### src/rtl/branch_pred_pkg.sv
// Shared helpers for the branch target buffer.
// Index/tag extraction and direction counter constants.
package branch_pred_pkg;

  function automatic logic [63:0] idx_of(
    input logic [63:0] pc,
    input int          idx_w
  );
    return (pc >> 2) & ((64'd1 << idx_w) - 64'd1);
  endfunction

  function automatic logic [63:0] tag_of(
    input logic [63:0] pc,
    input int          idx_w
  );
    return pc >> (idx_w + 2);
  endfunction

  function automatic int ctr_wnt(input int w);
    return (1 << (w - 1)) - 1;
  endfunction

  function automatic int ctr_wt(input int w);
    return 1 << (w - 1);
  endfunction

  function automatic int ctr_max(input int w);
    return (1 << w) - 1;
  endfunction

endpackage

### src/rtl/branch_predictor_btb_sat_counter.sv
// Next-state function of an up/down saturating counter with load.
// Load wins over inc/dec; inc and dec clamp at the rails.
module sat_counter #(
  parameter int W = 2
) (
  input  logic [W-1:0] ctr,
  input  logic         inc,
  input  logic         dec,
  input  logic         load,
  input  logic [W-1:0] load_val,
  output logic [W-1:0] nxt
);

  always_comb begin
    nxt = ctr;
    unique case (1'b1)
      load: nxt = load_val;
      inc:  nxt = (ctr == '1) ? ctr : ctr + 1'b1;
      dec:  nxt = (ctr == '0) ? ctr : ctr - 1'b1;
      default: nxt = ctr;
    endcase
  end

endmodule

### src/rtl/branch_predictor_btb.sv
// Direct-mapped BTB with per-entry saturating direction counters.
// Lookup in IF, update and misprediction detection at resolution.
module branch_predictor_btb
  import branch_pred_pkg::*;
#(
  parameter int XLEN    = 32,
  parameter int ENTRIES = 16,
  parameter int CTR_W   = 2,
  parameter int CNT_W   = 16
) (
  input  logic             clk,
  input  logic             rst_b,
  input  logic [XLEN-1:0]  lookup_pc,
  output logic             pred_hit,
  output logic             pred_taken,
  output logic [XLEN-1:0]  pred_target,
  input  logic             upd_valid,
  input  logic [XLEN-1:0]  upd_pc,
  input  logic             upd_taken,
  input  logic [XLEN-1:0]  upd_target,
  input  logic             upd_pred_taken,
  input  logic [XLEN-1:0]  upd_pred_target,
  input  logic             bt_flush,
  output logic             mispredict,
  output logic [XLEN-1:0]  recover_pc,
  output logic [CNT_W-1:0] upd_cnt,
  output logic [CNT_W-1:0] mispred_cnt
);

  localparam int IDX_W = $clog2(ENTRIES);
  localparam int TAG_W = XLEN - IDX_W - 2;
  localparam logic [CTR_W-1:0] WNT = CTR_W'(ctr_wnt(CTR_W));
  localparam logic [CTR_W-1:0] WT  = CTR_W'(ctr_wt(CTR_W));

  logic             valid_q [ENTRIES];
  logic [TAG_W-1:0] tag_q   [ENTRIES];
  logic [XLEN-1:0]  tgt_q   [ENTRIES];
  logic [CTR_W-1:0] ctr_q   [ENTRIES];

  logic [IDX_W-1:0] l_idx, u_idx;
  logic [TAG_W-1:0] l_tag, u_tag;
  logic             u_hit, u_we;
  logic [CTR_W-1:0] ctr_nxt;

  assign l_idx = IDX_W'(idx_of(64'(lookup_pc), IDX_W));
  assign l_tag = TAG_W'(tag_of(64'(lookup_pc), IDX_W));
  assign u_idx = IDX_W'(idx_of(64'(upd_pc), IDX_W));
  assign u_tag = TAG_W'(tag_of(64'(upd_pc), IDX_W));

  assign pred_hit    = valid_q[l_idx] && (tag_q[l_idx] == l_tag);
  assign pred_taken  = pred_hit && ctr_q[l_idx][CTR_W-1];
  assign pred_target = pred_taken ? tgt_q[l_idx] : lookup_pc + XLEN'(4);

  assign mispredict = upd_valid &&
    ((upd_taken != upd_pred_taken) ||
     (upd_taken && (upd_target != upd_pred_target)));
  assign recover_pc = upd_taken ? upd_target : upd_pc + XLEN'(4);

  assign u_hit = valid_q[u_idx] && (tag_q[u_idx] == u_tag);
  // Not-taken misses never allocate, so the entry is left alone.
  assign u_we  = upd_valid && !bt_flush && (u_hit || upd_taken);

  sat_counter #(.W(CTR_W)) u_ctr (
    .ctr      (ctr_q[u_idx]),
    .inc      (u_hit && upd_taken),
    .dec      (u_hit && !upd_taken),
    .load     (!u_hit && upd_taken),
    .load_val (WT),
    .nxt      (ctr_nxt)
  );

  always_ff @(posedge clk or posedge rst_b) begin
    if (rst_b) begin
      for (int i = 0; i < ENTRIES; i++) begin
        valid_q[i] <= 1'b0;
        ctr_q[i]   <= WNT;
      end
    end else if (bt_flush) begin
      for (int i = 0; i < ENTRIES; i++) begin
        valid_q[i] <= 1'b0;
        ctr_q[i]   <= WNT;
      end
    end else if (u_we) begin
      valid_q[u_idx] <= 1'b1;
      ctr_q[u_idx]   <= ctr_nxt;
    end
  end

  // Tag and target are qualified by valid, so they need no reset.
  always_ff @(posedge clk) begin
    if (u_we && upd_taken) begin
      tag_q[u_idx] <= u_tag;
      tgt_q[u_idx] <= upd_target;
    end
  end

  always_ff @(posedge clk or posedge rst_b) begin
    if (rst_b) begin
      upd_cnt     <= '0;
      mispred_cnt <= '0;
    end else begin
      if (upd_valid && (upd_cnt != '1))
        upd_cnt <= upd_cnt + 1'b1;
      if (mispredict && (mispred_cnt != '1))
        mispred_cnt <= mispred_cnt + 1'b1;
    end
  end

endmodule

### config.mk
export PLATFORM = sky130hd
export DESIGN_NAME = branch_predictor_btb
export DESIGN_NICKNAME = d
export VERILOG_FILES = /design/src/rtl/branch_pred_pkg.sv /design/src/rtl/branch_predictor_btb_sat_counter.sv /design/src/rtl/branch_predictor_btb.sv
export SDC_FILE = /design/constraint.sdc
export NUM_CORES = 1
export LEC_CHECK = 0
export BUFFER_PORTS_ARGS = -buffer_cell sky130_fd_sc_hd__buf_2
export CAP_MARGIN = 20
export CORE_MARGIN = 1.5
export CORE_UTILIZATION = 50
export DETAILED_ROUTE_END_ITERATION = 6
export PLACE_DENSITY = 0.67
export SYNTH_ARGS = -nofsm -noshare
export SYNTH_HDL_FRONTEND = slang
export SYNTH_SLANG_ARGS = --single-unit
export TNS_END_PERCENT = 10
### constraint.sdc
create_clock -name clk -period 6.6 [get_ports clk]
set_clock_uncertainty 0.15 [all_clocks]
set_input_delay 1.32 -clock clk [delete_from_list [all_inputs] [get_ports clk]]
set_output_delay 1.32 -clock clk [all_outputs]
set_load 0.03 [all_outputs]
==> flow_summary.ini <==
[power]
p_leak_nw = 18.0
p_sw_share_pct = 23.8
switching_power_mw = 3.42
power_density_nw_per_um2 = 272
clkPwrFrac_pct = 40.6
total_power_mw = 14.3
power.internal_mw = 10.9
p_seq_share_pct = 49.7
peakVddDrop_mv = 0.245
p_comb_share_pct = 9.7

[routing]
drt_pass1_iterations = 6
drc = 0
ant_nets = 0
drt-total-wl_mm = 137
drtIter0Drc = 3782
wl_per_cell_um = 33.2
viasPerCell = 6.63
vias = 27400

[floorplan]
die_width_um = 306
start_util_pct = 50.8
die_h_um = 306
dieArea_um2 = 93600
core_um2 = 90400
ios = 233
rows = 110

[synth]
ys.flop_type = edfxtp_1
synth.largest_area_cell = edfxtp_1
syn_nets = 2678
synth_compound_area_share_pct = 3.06
yosys.area.top_type_share_pct = 60.7
muxShareOfSynthArea_pct = 21.7
ys.warnings.count = 0
ys_seq_elements = 1008
avgSynthCellArea_um2 = 18.1
synth_cell_types = 80
synth_area_leaders = edfxtp_1, mux4_2, mux2i_1, dfrtp_1, xnor2_1
synth_area_um2 = 45900
synthSimpleGateAreaFrac_pct = 4.31
synth_edf_count = 928
async_flop_share_pct = 7.94
synthAdderAreaFrac_pct = 0.213
syn_inst = 2537
ys_seq_area_share_pct = 65.1
synthMostInstantiatedCell = edfxtp_1
synth_top_family_by_area = multiplexers
yosys-top-cells-count = edfxtp_1, mux4_2, mux2i_1
synth-xor-area-share_pct = 3.42

[placed_design]
place.gp.congestion = 0.932
placed_area_um2 = 49400
hpwl_mm = 87.8
dp_cells = 3935
io_buffers = 232

[global_routing]
antenna_found_initial = 14
grt.overflow.total = 0
grt.total_usage_pct = 29.4
met1_usage_pct = 40.6
grtUsageMet2_pct = 46.4
grt_pass1_wl_mm = 196
use_met3_pct = 6.58
grt.busiest_layer = met2
grt_pass1_vias = 27400
grt_max_degree = 104

[hold_path]
hold_start = mispred_cnt[8]
hold_depth = 1
min_to = mispred_cnt[8]
worstHoldPathType = reg -> reg

[timing]
setup_viol = 0
rsz0062_at_grt = no
fin_crit_sh_pct = 97.0
max_freq_mhz = 156
period_needed_ps = 6400
slew_viol_final = 0
hold_viol = 0
slew_headroom_pct = 30.3
final.setup.tns_ps = 0
tightest_slew_ps = 1040

[layout]
final_nets = 3004
drive_above_1_share_pct = 31.7
final_cell_count_no_fill = 4129
final_cell_area_um2 = 52800
area.growth.synth_to_final_pct = 14.9

[clock_tree]
tritoncts = yes
clk_latency_ps = 690
clk_pin_slew_ps = 60
cts.sinks = 1008
htree_levels = 3
clockBufferDepth = 3
cts_root_buffer = clkbuf_16
numCtsBuffers = 101
postCtsSetupBuffers = 0

[worst_setup_path]
worst_ep_arrival_time_ps = 4930
rrSetupSlack_ps = 3010
required_ps = 5130
critPathLaunchType = input pin
worst-path-max-fanout = 32
r2r-end = ctr_q[26]
rr_worst_depth = 11
worstSetupPathType = in -> out
crit-reg2reg-launch = tag_q[3][16]
cp-end-kind = primary output

[status]
status = finished, final reports clean

[flow_run]
cap_violations = 0
[power groups by stage]
stage / sequential (mW) / clock, mW / combinational (mW)
after global placement: 7.25 / 0 / 1.36
after detailed placement: 7.25 / 0 / 1.38
after floorplan: 7.32 / 0 / 0.755
final: 7.12 / 5.81 / 1.39
after CTS: 7.12 / 5.88 / 1.38
after global routing: 7.13 / 6.12 / 1.46
[kinds of logic (layout without fill, tap and decap cells)]
family	after synthesis	in the layout
xor gates and xnor gates	179	179
AOI/OAI and AO/OA	199	199
adders and majority gates	8	8
buffers and inverters	197	610
DFF	1008	1008
and+or+nand+nor	391	391
other	0	3
muxes	555	555
[through the flow]
stage,setup WS [ps],hold slack [ps],utilization (%)
after floorplan,109,334,-
after global placement,213,317,54.6
after detailed placement,52.5,323,54.6
after CTS,71.5,330,58.3
after global routing,59.0,366,58.3
final,198,325,58.3
[worst max-delay path, cell delays in order]
cell and delay [ps]:
buf_8 150, buf_12 210, mux4_1 590, nor2b_1 150, a211oi_1 230, a21oi_1 90
xor2_1 160, or4_1 510, or3_1 380, nor4_4 210, buf_12 290, mux2_1 380
buf_2 190
[cell type report]
class / instances / area, um2
antenna: 3 / 7.51
clock buffer: 121 / 2630
clock inverter: 69 / 721
fill: 6594 / 37700
inverter: 33 / 125
multi-input combinational: 1332 / 15100
sequential: 1008 / 29900
tap: 1176 / 1470
timing repair buffer: 387 / 2780
[state kept, by name, indices dropped and copies added, names as in the netlist]
name and cells:
valid_q 16, ctr_q 32, upd_cnt 16, tgt_q 512, mispred_cnt 16, tag_q 416
[cell usage in the layout, fill, tap and decap left out, drive strengths merged, types with 11 or more instances in the layout]
master	instances
nor2	70
clkinv	45
a22o	11
mux2i	168
bufinv	12
mux2	43
nor3	16
a22oi	32
nand2	122
xor2	81
a211oi	20
dfrtp	64
nor2b	25
nand3	35
o21ai	46
a21oi	32
clkbuf	121
mux4	344
xnor2	98
buf	387
inv	37
edfxtp	928
nand2b	19
dfstp	16
nand4	39
a2bb2oi	15
nor4	13
and3	12
[metal layers]
layer,wire [um],part of all wire (%)
met2,64600,47
met1,52700,38
met3,14600,11
met5,91,0.066
met4,4980,3.6
[how the worst max path moves through the flow]
stage / start / to / slack [ps]
2_1_floorplan: lookup_pc[2] / pred_taken / 110
3_3_place_gp: lookup_pc[2] / pred_target[31] / 210
3_5_place_dp: lookup_pc[2] / pred_target[20] / 50
4_1_cts: lookup_pc[2] / pred_target[20] / 70
5_1_grt: lookup_pc[2] / pred_target[20] / 60
6_report: lookup_pc[2] / pred_target[20] / 200
[timing repair]
action                     CTS  global route
resized for setup            0             1
setup endpoints to repair    0            32
hold buffers                 0             0
Note: power is estimated with default switching activity, not from simulation.
